[config.mk]
export PLATFORM = sky130hd
export DESIGN_NAME = cpu_controller
export DESIGN_NICKNAME = d
export VERILOG_FILES = /design/src/rtl/cpu_pkg.sv /design/src/rtl/cpu_decoder.sv /design/src/rtl/cpu_controller.sv
export SDC_FILE = /design/constraint.sdc
export NUM_CORES = 1
export LEC_CHECK = 0
export ABC_AREA = 0
export BUFFER_PORTS_ARGS = -buffer_cell sky130_fd_sc_hd__buf_2
export CORE_MARGIN = 2
export CORE_UTILIZATION = 56
export DETAILED_ROUTE_END_ITERATION = 8
export PLACE_DENSITY = 0.95
export SYNTH_ARGS = -nofsm -noshare
export SYNTH_HDL_FRONTEND = slang
export SYNTH_SLANG_ARGS = --single-unit
[constraint.sdc]
create_clock -name clk -period 6.3 [get_ports clk]
set_clock_uncertainty 0.15 [all_clocks]
set_input_delay 0.315 -clock clk [delete_from_list [all_inputs] [get_ports clk]]
set_output_delay 0.315 -clock clk [all_outputs]
set_load 0.02 [all_outputs]
[src/rtl/cpu_pkg.sv]
// Shared types and constants for the accumulator CPU sequencer.
package cpu_pkg;

  typedef enum logic [3:0] {
    OP_NOP      = 4'h0,
    OP_LOAD     = 4'h1,
    OP_STORE    = 4'h2,
    OP_ADD      = 4'h3,
    OP_SUBT     = 4'h4,
    OP_HALT     = 4'h7,
    OP_SKIPCOND = 4'h8,
    OP_JUMP     = 4'h9,
    OP_CLEAR    = 4'hA
  } opcode_e;

  typedef enum logic [3:0] {
    S_IDLE,
    S_FETCH,
    S_FETCH_CAP,
    S_DECODE,
    S_MEM_RD,
    S_MEM_CAP,
    S_EXEC,
    S_MEM_WR,
    S_HALTED
  } state_e;

  // What DECODE has to do with the current instruction
  typedef enum logic [2:0] {
    CLS_NOP,
    CLS_MEM_RD,
    CLS_STORE,
    CLS_HALT,
    CLS_SKIP,
    CLS_JUMP,
    CLS_CLEAR
  } op_class_e;

  localparam logic [1:0] ALU_PASS = 2'b00;
  localparam logic [1:0] ALU_ADD  = 2'b01;
  localparam logic [1:0] ALU_SUB  = 2'b10;

  // SKIPCOND condition codes, IR[11:10]
  localparam logic [1:0] SKIP_NEG   = 2'b00;
  localparam logic [1:0] SKIP_ZERO  = 2'b01;
  localparam logic [1:0] SKIP_POS   = 2'b10;
  localparam logic [1:0] SKIP_NEVER = 2'b11;

endpackage

[src/rtl/cpu_decoder.sv]
// Opcode to control-class decode, ALU select and skip-condition evaluation.
// Macro CPU_CTRL_SUBT_EN: when defined, opcode 4 is SUBT; otherwise it is a NOP.
module cpu_decoder
  import cpu_pkg::*;
#(
  parameter int DATA_WIDTH = 16
) (
  input  logic [3:0]            opcode,
  input  logic [1:0]            cond,
  input  logic [DATA_WIDTH-1:0] ac,
  output op_class_e             op_class,
  output logic [1:0]            alu_sel,
  output logic                  use_alu,
  output logic                  skip
);

  logic ac_neg;
  logic ac_zero;

  assign ac_neg  = ac[DATA_WIDTH-1];
  assign ac_zero = (ac == '0);

  // Classify the opcode and pick the ALU function for arithmetic ops
  always_comb begin
    op_class = CLS_NOP;
    alu_sel  = ALU_PASS;
    use_alu  = 1'b0;
    case (opcode)
      OP_LOAD:     op_class = CLS_MEM_RD;
      OP_ADD: begin
        op_class = CLS_MEM_RD;
        alu_sel  = ALU_ADD;
        use_alu  = 1'b1;
      end
`ifdef CPU_CTRL_SUBT_EN
      OP_SUBT: begin
        op_class = CLS_MEM_RD;
        alu_sel  = ALU_SUB;
        use_alu  = 1'b1;
      end
`endif
      OP_STORE:    op_class = CLS_STORE;
      OP_HALT:     op_class = CLS_HALT;
      OP_SKIPCOND: op_class = CLS_SKIP;
      OP_JUMP:     op_class = CLS_JUMP;
      OP_CLEAR:    op_class = CLS_CLEAR;
      default:     op_class = CLS_NOP;
    endcase
  end

  // Signed test of AC against zero selected by the condition code
  always_comb begin
    skip = 1'b0;
    case (cond)
      SKIP_NEG:   skip = ac_neg;
      SKIP_ZERO:  skip = ac_zero;
      SKIP_POS:   skip = !ac_neg && !ac_zero;
      SKIP_NEVER: skip = 1'b0;
      default:    skip = 1'b0;
    endcase
  end

endmodule

[src/rtl/cpu_controller.sv]
// Fetch/decode/execute sequencer for the 16-bit accumulator CPU.
// Macro CPU_CTRL_SUBT_EN: enables the SUBT instruction (opcode 4).
//
// state     | meaning
// IDLE      | waiting for start after reset
// FETCH     | PC driven to RAM with read strobe
// FETCH_CAP | instruction captured into IR, PC incremented
// DECODE    | opcode dispatch; single-cycle ops complete here
// MEM_RD    | operand address driven to RAM with read strobe
// MEM_CAP   | operand captured into MBR
// EXEC      | AC updated from MBR or ALU
// MEM_WR    | MBR written to RAM at MAR
// HALTED    | stopped; start restarts from RESET_PC
module cpu_controller
  import cpu_pkg::*;
#(
  parameter int                    ADDR_WIDTH = 12,
  parameter int                    DATA_WIDTH = 16,
  parameter logic [ADDR_WIDTH-1:0] RESET_PC   = 'h100
) (
  input  logic                  clk,
  input  logic                  rst,
  input  logic                  start,
  output logic [ADDR_WIDTH-1:0] mem_addr,
  output logic                  mem_cs,
  output logic                  mem_we,
  output logic                  mem_oe,
  output logic [DATA_WIDTH-1:0] mem_wdata,
  input  logic [DATA_WIDTH-1:0] mem_rdata,
  output logic [7:0]            alu_a,
  output logic [7:0]            alu_b,
  output logic [1:0]            alu_sel,
  input  logic [7:0]            alu_out,
  output logic                  busy,
  output logic                  halted,
  output logic [ADDR_WIDTH-1:0] pc,
  output logic [DATA_WIDTH-1:0] ac,
  output logic [DATA_WIDTH-1:0] ir
);

  state_e                state_q, state_d;
  logic [ADDR_WIDTH-1:0] mar;
  logic [DATA_WIDTH-1:0] mbr;
  logic [ADDR_WIDTH-1:0] operand;
  op_class_e             op_class;
  logic                  use_alu;
  logic                  skip;

  assign operand = ir[ADDR_WIDTH-1:0];

  cpu_decoder #(
    .DATA_WIDTH(DATA_WIDTH)
  ) u_decoder (
    .opcode  (ir[DATA_WIDTH-1 -: 4]),
    .cond    (ir[ADDR_WIDTH-1 -: 2]),
    .ac      (ac),
    .op_class(op_class),
    .alu_sel (alu_sel),
    .use_alu (use_alu),
    .skip    (skip)
  );

  // The fetch address comes straight from PC so the RAM read completes by FETCH_CAP
  assign mem_addr  = (state_q == S_FETCH) ? pc : mar;
  assign mem_wdata = mbr;
  assign alu_a     = ac[7:0];
  assign alu_b     = mbr[7:0];

  // State register
  always_ff @(posedge clk or posedge rst) begin
    if (rst) state_q <= S_IDLE;
    else     state_q <= state_d;
  end

  // Next-state and RAM strobe / status decode
  always_comb begin
    state_d = state_q;
    mem_cs  = 1'b0;
    mem_we  = 1'b0;
    mem_oe  = 1'b0;
    busy    = 1'b1;
    halted  = 1'b0;
    case (state_q)
      S_IDLE: begin
        busy = 1'b0;
        if (start) state_d = S_FETCH;
      end
      S_FETCH: begin
        mem_cs  = 1'b1;
        mem_oe  = 1'b1;
        state_d = S_FETCH_CAP;
      end
      S_FETCH_CAP: state_d = S_DECODE;
      S_DECODE: begin
        case (op_class)
          CLS_MEM_RD: state_d = S_MEM_RD;
          CLS_STORE:  state_d = S_MEM_WR;
          CLS_HALT:   state_d = S_HALTED;
          default:    state_d = S_FETCH;
        endcase
      end
      S_MEM_RD: begin
        mem_cs  = 1'b1;
        mem_oe  = 1'b1;
        state_d = S_MEM_CAP;
      end
      S_MEM_CAP: state_d = S_EXEC;
      S_EXEC:    state_d = S_FETCH;
      S_MEM_WR: begin
        mem_cs  = 1'b1;
        mem_we  = 1'b1;
        state_d = S_FETCH;
      end
      S_HALTED: begin
        busy   = 1'b0;
        halted = 1'b1;
        if (start) state_d = S_FETCH;
      end
      default: state_d = S_IDLE;
    endcase
  end

  // Architectural register updates
  always_ff @(posedge clk or posedge rst) begin
    if (rst) begin
      pc  <= RESET_PC;
      ir  <= '0;
      mar <= '0;
      mbr <= '0;
      ac  <= '0;
    end else begin
      case (state_q)
        S_FETCH: mar <= pc;
        S_FETCH_CAP: begin
          ir <= mem_rdata;
          pc <= pc + ADDR_WIDTH'(1);
        end
        S_DECODE: begin
          case (op_class)
            CLS_MEM_RD: mar <= operand;
            CLS_STORE: begin
              mar <= operand;
              mbr <= ac;
            end
            CLS_SKIP:  if (skip) pc <= pc + ADDR_WIDTH'(1);
            CLS_JUMP:  pc <= operand;
            CLS_CLEAR: ac <= '0;
            default: ;
          endcase
        end
        S_MEM_CAP: mbr <= mem_rdata;
        S_EXEC: begin
          if (use_alu) ac <= {{(DATA_WIDTH-8){1'b0}}, alu_out};
          else         ac <= mbr;
        end
        S_HALTED: begin
          if (start) begin
            pc <= RESET_PC;
            ac <= '0;
          end
        end
        default: ;
      endcase
    end
  end

endmodule

# After elaboration in Yosys (flattened, before gate mapping)
# Index checks and enable logic that the tools add are counted.
[word_totals]
word_cells = 83
out_inout_bits = 95
latch_bits = 0
register_bits = 76
memories = 0
inputBits = 27
ramBits = 0
romBits = 0
[op_classes]
n_reduce_logical = 20
n_bitwise = 0
n_eq_ne = 31
div_mod_pow = 0
n_addsub = 1
n_mul = 0
shifts = 0
muxes = 25
magnitude_cmp = 0
[ops]
columns = ["op", "n"]
rows = [
  ["16-bit two-way mux", 4],
  ["12-bit two-way mux", 4],
  ["12-bit one-hot mux with 2 select lines", 2],
  ["16-bit one-hot mux with 3 select lines", 1],
  ["12-bit one-hot mux with 3 select lines", 1],
  ["16-bit one-hot mux with 2 select lines", 1],
  ["4-bit one-hot mux with 7 select lines", 1],
  ["4-bit by 3-bit == test with 1-bit output, second input constant", 5],
  ["3-bit one-hot mux with 6 select lines", 1],
  ["4-bit by 2-bit == test with 1-bit output, second input constant", 4],
  ["4-bit == test, second input constant", 4],
  ["16-bit logical NOT", 1],
  ["12-bit by 1-bit adder with 12-bit output, second input constant", 1],
  ["4-bit one-hot mux with 3 select lines", 1],
  ["2-bit OR reduction", 5],
  ["3-bit == test, second input constant", 3],
  ["4-bit by 1-bit == test with 1-bit output, second input constant", 2],
  ["1-bit two-way mux", 7],
  ["3-bit by 2-bit == test with 1-bit output, second input constant", 2],
  ["2-bit inequality test, second input constant", 3],
  ["3-bit nonzero test", 2],
  ["2-bit == test, second input constant", 2],
  ["4-bit logical NOT", 1],
  ["4-bit two-way mux", 1],
  ["14 further kinds", 18],
]

# Logic depth before layout (Yosys ltp)
# Gate-level depths: netlist of the first run.
[depth]
word_depth = 7
ltp_mapped = 9
ltp_nobuf = 7

# Modules after synthesis
# A second synthesis of the first run with hierarchy kept.
[unflattened]
cells_unflattened = 407
area_unflattened_um2 = 4151.5
[modules_own_cells]
columns = ["module", "area_each_um2", "instances", "seq_area_each_um2", "cells_per_inst"]
rows = [
  ["cpu_controller", 3997.6, 1, 1903.1, 385],
  ["cpu_decoder", 153.9, 1, 0.0, 22],
]

# Worst setup path after synthesis of the first run
# No wires, ideal clock.
[synth_timing]
kind = "reg2out"
startpoint = "register state_q[0]"
endpoint = "output port mem_addr[10]"
arrival_ns = 1.672
stages_incl_launch_ff = 6
t_required_ns = 5.835
path_slack_ns = 4.163
cell_sequence = "dfrtp_1 -> buf_2 -> inv_1 -> nor4_2 -> buf_2 -> mux2_2"
[synth_via]
elab_chain_len = 2
[synth_rtl]
columns = ["element", "line_no", "text"]
rows = [
  ["start: declaration", "cpu_controller.sv:41", "state_e state_q, state_d;"],
  ["start signal: assignment", "cpu_controller.sv:72", "else state_q <= state_d;"],
  ["4-bit by 1-bit == test with 1-bit output", "cpu_controller.sv:64", "assign mem_addr = (state_q == S_FETCH) ? pc : mar;"],
  ["12-bit two-way mux", "cpu_controller.sv:64", ""],
  ["end: declaration", "cpu_controller.sv:24", "output logic [ADDR_WIDTH-1:0] mem_addr,"],
]
# Every way passes these cells.

# Worst setup path after layout of the first run
[layout_timing]
startpoint = "register state_q[1]"
endpoint = "register mbr[1], in the netlist mem_wdata[1]"
[layout_via]
elab_chain_len = 3
word_cells_on_any_way = 6
[layout_rtl]
columns = ["element", "line_no", "text"]
rows = [
  ["4-bit by 2-bit == test with 1-bit output or 4-bit by 3-bit == test with 1-bit output (tied branches)", "cpu_controller.sv:132", "case (state_q)"],
  ["2-bit inequality test (no line) or 2-bit nonzero test (tied branches)", "n/a", ""],
  ["2-bit AND reduction (no line)", "n/a", ""],
  ["end signal: assignment", "cpu_controller.sv:151", "S_MEM_CAP: mbr <= mem_rdata;"],
  ["end: declaration", "cpu_controller.sv:43", "logic [DATA_WIDTH-1:0] mbr;"],
]
# Parallel ways exist; a longest one is shown, timed or not.
# A chain may end at the register's enable or synchronous reset.

==> results of run 1 <==
==> placed cells by master, fill, tap and decap left out, types with 5 or more instances in the layout <==
| master | Yosys | layout |
|---|---|---|
| buf_2 | 6 | 120 |
| dfrtp_1 | 75 | 75 |
| nand2_1 | 42 | 42 |
| o21ai_0 | 41 | 41 |
| mux2i_1 | 34 | 34 |
| mux2_2 | 29 | 29 |
| nor2_1 | 16 | 16 |
| a21oi_1 | 15 | 15 |
| nor3_1 | 12 | 12 |
| o2bb2ai_1 | 9 | 9 |
| clkbuf_8 | 0 | 9 |
| o22ai_1 | 8 | 8 |
| a22o_1 | 8 | 8 |
| inv_1 | 8 | 7 |
| nor4_1 | 6 | 6 |
| a31oi_1 | 5 | 5 |
| buf_4 | 19 | 5 |
==> logic make-up (layout without fill, tap and decap cells) <==
| logic type | after synthesis | in the layout | synth area share (%) |
|---|---|---|---|
| AO/OA/AOI/OAI | 110 | 110 | 17.02 |
| AND/OR/NAND/NOR | 105 | 105 | 13.47 |
| flip-flops | 76 | 76 | 45.34 |
| multiplexers | 63 | 63 | 15.89 |
| buffers and inverters | 50 | 150 | 7.481 |
| XOR/XNOR | 2 | 2 | 0.4174 |
| adder cells (fa/ha/maj) | 1 | 1 | 0.2980 |
| other | 1 | 1 | 0.08933 |
==> worst paths after layout <==
check | endpoint | cells after the start | from | slack, ns
min reg2reg | mar[1] | 2 | mar[1] | 0.34
min in group asynchronous | ac[1] | 3 | rst | 0.08
max in group asynchronous | mar[5] | 3 | rst | 5.28
min | ir[10] | 3 | mem_rdata[10] | 0.05
max reg2reg | mem_wdata[1] | 5 | state_q[1] | 3.09
max | mem_wdata[1] | 5 | state_q[1] | 3.09
==> cell type report <==
class                           count  area (µm²)
Clock buffer                        9       123.9
Clock inverter                      7       80.08
Fill cell                         556        2367
Inverter                            9       36.28
Multi-Input combinational cell    282        1981
Sequential cell                    76        1903
Tap cell                           99       123.9
Timing Repair Buffer              125       638.1
==> registers in the layout (all words and copies together) (netlist names) <==
signal     flops
ac            16
ir            16
mem_wdata     16
mar           12
pc            12
state_q        4
==> report_power, final <==
part | total [mW] | switching [mW] | internal (mW)
sequential | 1.00 | 0.301 | 0.703
combinational | 1.70 | 1.07 | 0.637
clock | 0.385 | 0.197 | 0.188
==> worst max-delay path, stage by stage (launching register included) <==
cell and delay, ns:
dfrtp_1 0.64, nand4bb_1 0.82, nor3_1 0.70, a21oi_2 0.42, nand2_1 0.19, o21ai_0 0.12
==> routing by layer <==
layer / wire (µm) / global-route usage [%] / part of all wire, % / up-vias
met5: 0 / 0 / 0 / -
met4: 336 / 9.744 / 2.9 / 0
met3: 986 / 6.010 / 8.6 / 37
met2: 5484 / 44.90 / 48 / 234
met1: 4689 / 38.01 / 41 / 1820
li1: - / - / - / 1669
==> synth_stat cells (3+ instances only) <==
master	number	area (µm²)
nand4_1	3	18.77
buf_2	6	30.03
nor4_1	6	37.54
mux2_2	29	326.6
clkbuf_1	9	33.78
nor3_1	12	60.06
o2bb2ai_1	9	78.83
or2_2	3	18.77
o22ai_1	8	50.05
buf_6	6	67.56
buf_4	19	142.6
mux2i_1	34	340.3
a31oi_1	5	31.28
o21ai_0	41	205.2
dfrtp_1	75	1877
a22o_1	8	70.07
nand2_1	42	157.7
inv_1	8	30.03
nor2_1	16	60.06
nor2b_1	3	18.77
a22oi_1	3	22.52
a21oi_1	15	75.07
==> metrics by stage <==
stage          hold WS [ns]  utilization [%]  std cells  cell area [µm²]
2_1_floorplan        0.2571                -        408             4198
3_3_place_gp         0.3119            64.55        591             4682
3_5_place_dp         0.3228            64.55        591             4682
4_1_cts             0.04233            67.36        607             4886
5_1_grt             0.05448            67.36        607             4886
6_report            0.05159            67.36        607             4886
==> impl_metrics.env, run 1 <==
export IMPL_p_per_area_nw_per_um2=633.2
export IMPL_period_needed_ns=3.206
export IMPL_crit_fanout=33
export IMPL_wl_per_cell_um=18.94
export IMPL_gp_congestion=0.9130
export IMPL_drc=0
export IMPL_synth_fp_nets=436
export IMPL_finalSetupViolCount=0
export IMPL_hold_path_class="primary input to register"
export IMPL_grt_overflow=0
export IMPL_clock_sinks=76
export IMPL_placementRows=31
export IMPL_critPathCaptureType="register"
export IMPL_finalPower_mw=3.094
export IMPL_numCtsBuffers=9
export IMPL_cts_setup_buffers=0
export IMPL_ioPinCount=122
export IMPL_synth_seq_cells=76
export IMPL_dp_hpwl_um=8008
export IMPL_synth_main_ff_cell="dfrtp_1"
export IMPL_ys_types=63
export IMPL_antenna_found_initial=0
export IMPL_nets=531
export IMPL_final_period_utilization_pct=50.88
export IMPL_clkLatencyLatePin_ns=0.36
export IMPL_grt_util_all_layers_pct=28.06
export IMPL_fin_ws_ns=3.094
export IMPL_cts_tree="yes"
export IMPL_die_h_um=90.58
export IMPL_slew_headroom_pct=21.37
export IMPL_final_max_slew_viol_count=0
export IMPL_die_x_um=90.58
export IMPL_ys_warn_count=0
export IMPL_grt_max_degree=77
export IMPL_drive_gt1_share_pct=37.99
export IMPL_cts_buffer_depth=2
export IMPL_place_ws_ns=3.257
export IMPL_htreeDepth=3
export IMPL_via_count=3760
export IMPL_clockRootBuffer="clkbuf_8"
export IMPL_initial_core_util_pct=57.87
export IMPL_path_clk_slew_ns=0.10
export IMPL_status="finished, final reports clean"
export IMPL_yosysSeqAreaShare_pct=45.34
export IMPL_critPathKind="register to register"
export IMPL_drt_iter0_drc=429
export IMPL_avgSynthCellArea_um2=10.29
export IMPL_synth_async_reset_ratio_pct=100.0
export IMPL_max_freq_mhz=312.0
export IMPL_synth_edff_count=0
export IMPL_startpoint_type="register"
export IMPL_max_vdd_ir_drop_uv=277.0
export IMPL_antennaDiodeCount=0
export IMPL_required_ns=6.33
export IMPL_io_buffer_count=120
export IMPL_area_delta_synth_final_pct=16.39
export IMPL_finalHoldViolations=0
export IMPL_grt_pass1_vias=3654
export IMPL_coreArea_um2=7253
export IMPL_grt_pass1_wl_um=18500
export IMPL_viasPerCell=6.194
export IMPL_die_area_um2=8205
export IMPL_cellLeakagePower_nw=2.288
export IMPL_postRouteAntennaNets=0
export IMPL_cap_violations=0
export IMPL_arrival_ns=3.24
export IMPL_rsz0062_at_grt="false"
export IMPL_setup_tns_final_ns=0
export IMPL_postCtsResizedCells=0
export IMPL_drt_pre_antenna_iters=5
export IMPL_postCtsHoldBufs=0
export IMPL_synthesis_area_um2=4198
export IMPL_wirelength_um=11500
export IMPL_synthCells=408
export IMPL_tightest_slew_ns=1.179
Power figures use the tool's default switching activity.
==> run 2, diff against run 1 <==
--- a/config.mk
+++ b/config.mk
@@ -8,9 +8,9 @@
 export ABC_AREA = 0
 export BUFFER_PORTS_ARGS = -buffer_cell sky130_fd_sc_hd__buf_2
 export CORE_MARGIN = 2
-export CORE_UTILIZATION = 56
+export CORE_UTILIZATION = 52
 export DETAILED_ROUTE_END_ITERATION = 8
-export PLACE_DENSITY = 0.95
+export PLACE_DENSITY = 0.9
 export SYNTH_ARGS = -nofsm -noshare
 export SYNTH_HDL_FRONTEND = slang
 export SYNTH_SLANG_ARGS = --single-unit
==> constraint.sdc (replaced) <==
create_clock -name clk -period 3.02 [get_ports clk]
set_clock_uncertainty 0.15 [all_clocks]
set_input_delay 0.151 -clock clk [delete_from_list [all_inputs] [get_ports clk]]
set_output_delay 0.151 -clock clk [all_outputs]
set_load 0.02 [all_outputs]
==> run 2 against run 1 <==
Compared with the run above:
- wire length is 7.2% higher
- fmax up 23%
- die area rose by 7.3%
- final cell count increased by 4.9%
- cell area rose by 6.2%
- register-to-register slack got worse by 2.7 ns
- sequential power increased by 110%
- clock power rose by 130%
- global-route usage up 0.92 points
- sequential share of layout area is 2.3 points lower
- utilization shrank 0.58 points
- combinational power rose by 120%
==> impl_metrics.env, run 2 (synthesis results as in run 1) <==
export IMPL_status="finished, final reports clean"
export IMPL_nets=558
export IMPL_internal_power_mw=3.338
export IMPL_antennaDiodeCount=0
export IMPL_die_h_um=93.85
export IMPL_setup_tns_final_ns=0
export IMPL_htreeDepth=3
export IMPL_die_x_um=93.85
export IMPL_regArea_um2=1903
export IMPL_grtUsageMet1_pct=37.34
export IMPL_fillers=600
export IMPL_regToRegSetupSlack_ns=0.41
export IMPL_hold_path_class="primary input to register"
export IMPL_finalPower_mw=6.645
export IMPL_grt_max_degree=77
export IMPL_wirelength_um=12330
export IMPL_final_instance_count_excl_fill=637
export IMPL_required_ns=3.11
export IMPL_layout_common_cells="buf_2, dfrtp_1, nand2_1"
export IMPL_postRouteAntennaNets=0
export IMPL_drt_pre_antenna_iters=7
export IMPL_grt_busiest_layer="met2"
export IMPL_path_clk_slew_ns=0.10
export IMPL_crit_fanout=10
export IMPL_hold_end="ac[6]"
export IMPL_crit_path_start="ac[0]"
export IMPL_period_needed_ns=2.608
export IMPL_viasPerCell=6.088
export IMPL_critPathKind="register to register"
export IMPL_tightest_slew_ns=1.284
export IMPL_rsz0062_at_grt="false"
export IMPL_wl_per_cell_um=19.35
export IMPL_final_common_cell="buf_2"
export IMPL_gr_usage_met3_pct=4.896
export IMPL_clkLatencyLatePin_ns=0.36
export IMPL_cellLeakagePower_nw=2.419
export IMPL_met2_usage_pct=46.31
export IMPL_hold_ws_ns=0.03183
export IMPL_numCtsBuffers=9
export IMPL_clockRootBuffer="clkbuf_8"
export IMPL_arrival_ns=2.69
export IMPL_drive_gt1_share_pct=36.45
export IMPL_grt_overflow=0
export IMPL_combPwrFrac_pct=55.0
export IMPL_postLayoutCellArea_um2=5187
export IMPL_p_per_area_nw_per_um2=1281
export IMPL_die_area_um2=8807
export IMPL_reg2reg_from="ac[0]"
export IMPL_grt_pass1_vias=3865
export IMPL_reg2reg_depth=5
export IMPL_drc=0
export IMPL_finalHoldViolations=0
export IMPL_cts_setup_buffers=0
export IMPL_max_freq_mhz=383.5
export IMPL_final_max_slew_viol_count=0
export IMPL_grt_pass1_wl_um=19820
export IMPL_initial_core_util_pct=54.04
export IMPL_area_delta_synth_final_pct=23.58
export IMPL_final_period_utilization_pct=86.35
export IMPL_via_count=3878
export IMPL_postCtsHoldBufs=24
export IMPL_p_sw_mw=3.308
export IMPL_multi_input_area_um2=1981
export IMPL_clock_sinks=76
export IMPL_drt_iter0_drc=447
export IMPL_io_buffer_count=120
export IMPL_reg2reg_to="pc[0]"
export IMPL_switching_share_pct=49.78
export IMPL_cap_violations=0
export IMPL_cts_tree="yes"
export IMPL_dp_hpwl_um=8264
export IMPL_coreArea_um2=7767
export IMPL_critPathCaptureType="register"
export IMPL_post_dp_cell_area_um2=4721
export IMPL_grt_util_all_layers_pct=28.98
export IMPL_ioPinCount=122
export IMPL_max_vdd_ir_drop_uv=571.2
export IMPL_dpl_cell_count=597
export IMPL_antenna_found_initial=0
export IMPL_postCtsResizedCells=0
export IMPL_startpoint_type="register"
export IMPL_clkPwrFrac_pct=13.4
export IMPL_gp_congestion=0.9187
export IMPL_placementRows=32
export IMPL_pwr_share_seq_pct=31.6
export IMPL_whs_path_depth=3
export IMPL_hp_start="alu_out[6]"
export IMPL_slew_headroom_pct=14.42
export IMPL_finalSetupViolCount=0
export IMPL_cts_buffer_depth=2
==> run 2: power groups by stage <==
stage	Sequential (mW)	Clock, mW	Combinational [mW]
after global placement	2.05	0	3.45
final	2.10	0.891	3.66
after CTS	2.07	0.882	3.59
after global routing	2.16	0.937	3.93
after detailed placement	2.08	0	3.54
after floorplan	2.30	0	2.29
==> run 2: worst max-delay path, stage by stage (launching register included) <==
cell	delay, ns
dfrtp_1	0.44
nor4_1	0.47
nand4_1	0.26
mux2_2	0.44
o21ai_1	0.33
mux2_2	0.39
==> run 2: layout make-up <==
type                            instances  share of cell area [%]
Sequential cell                        76                   36.69
Tap cell                              102                   2.460
Timing Repair Buffer                  152                   17.61
Clock buffer                           11                   2.726
Clock inverter                          5                   1.640
Multi-Input combinational cell        282                   38.18
Inverter                                9                  0.6995
==> run 2: worst max path at each step <==
| stage | end | cells after the start |
|---|---|---|
| floorplan | ac[0] | 1 |
| global placement | pc[1] | 5 |
| detailed placement | mem_wdata[13] | 4 |
| CTS | mem_wdata[13] | 4 |
| global route | mem_wdata[8] | 4 |
| finish | pc[0] | 5 |
==> run 2: per-layer routing <==
metal | wire [µm] | up-vias | part of all wire (%)
met5 | 0 | - | 0
met4 | 650 | 0 | 5.3
met3 | 942 | 53 | 7.6
met2 | 5916 | 227 | 48
met1 | 4820 | 1872 | 39
li1 | - | 1726 | -
==> run 2: per-stage QoR <==
step           util [%]  worst slack, ns
2_1_floorplan         -           0.7823
3_3_place_gp      60.78           0.6870
3_5_place_dp      60.78           0.5739
4_1_cts           66.78           0.5603
5_1_grt           66.78           0.2824
6_report          66.78           0.4121
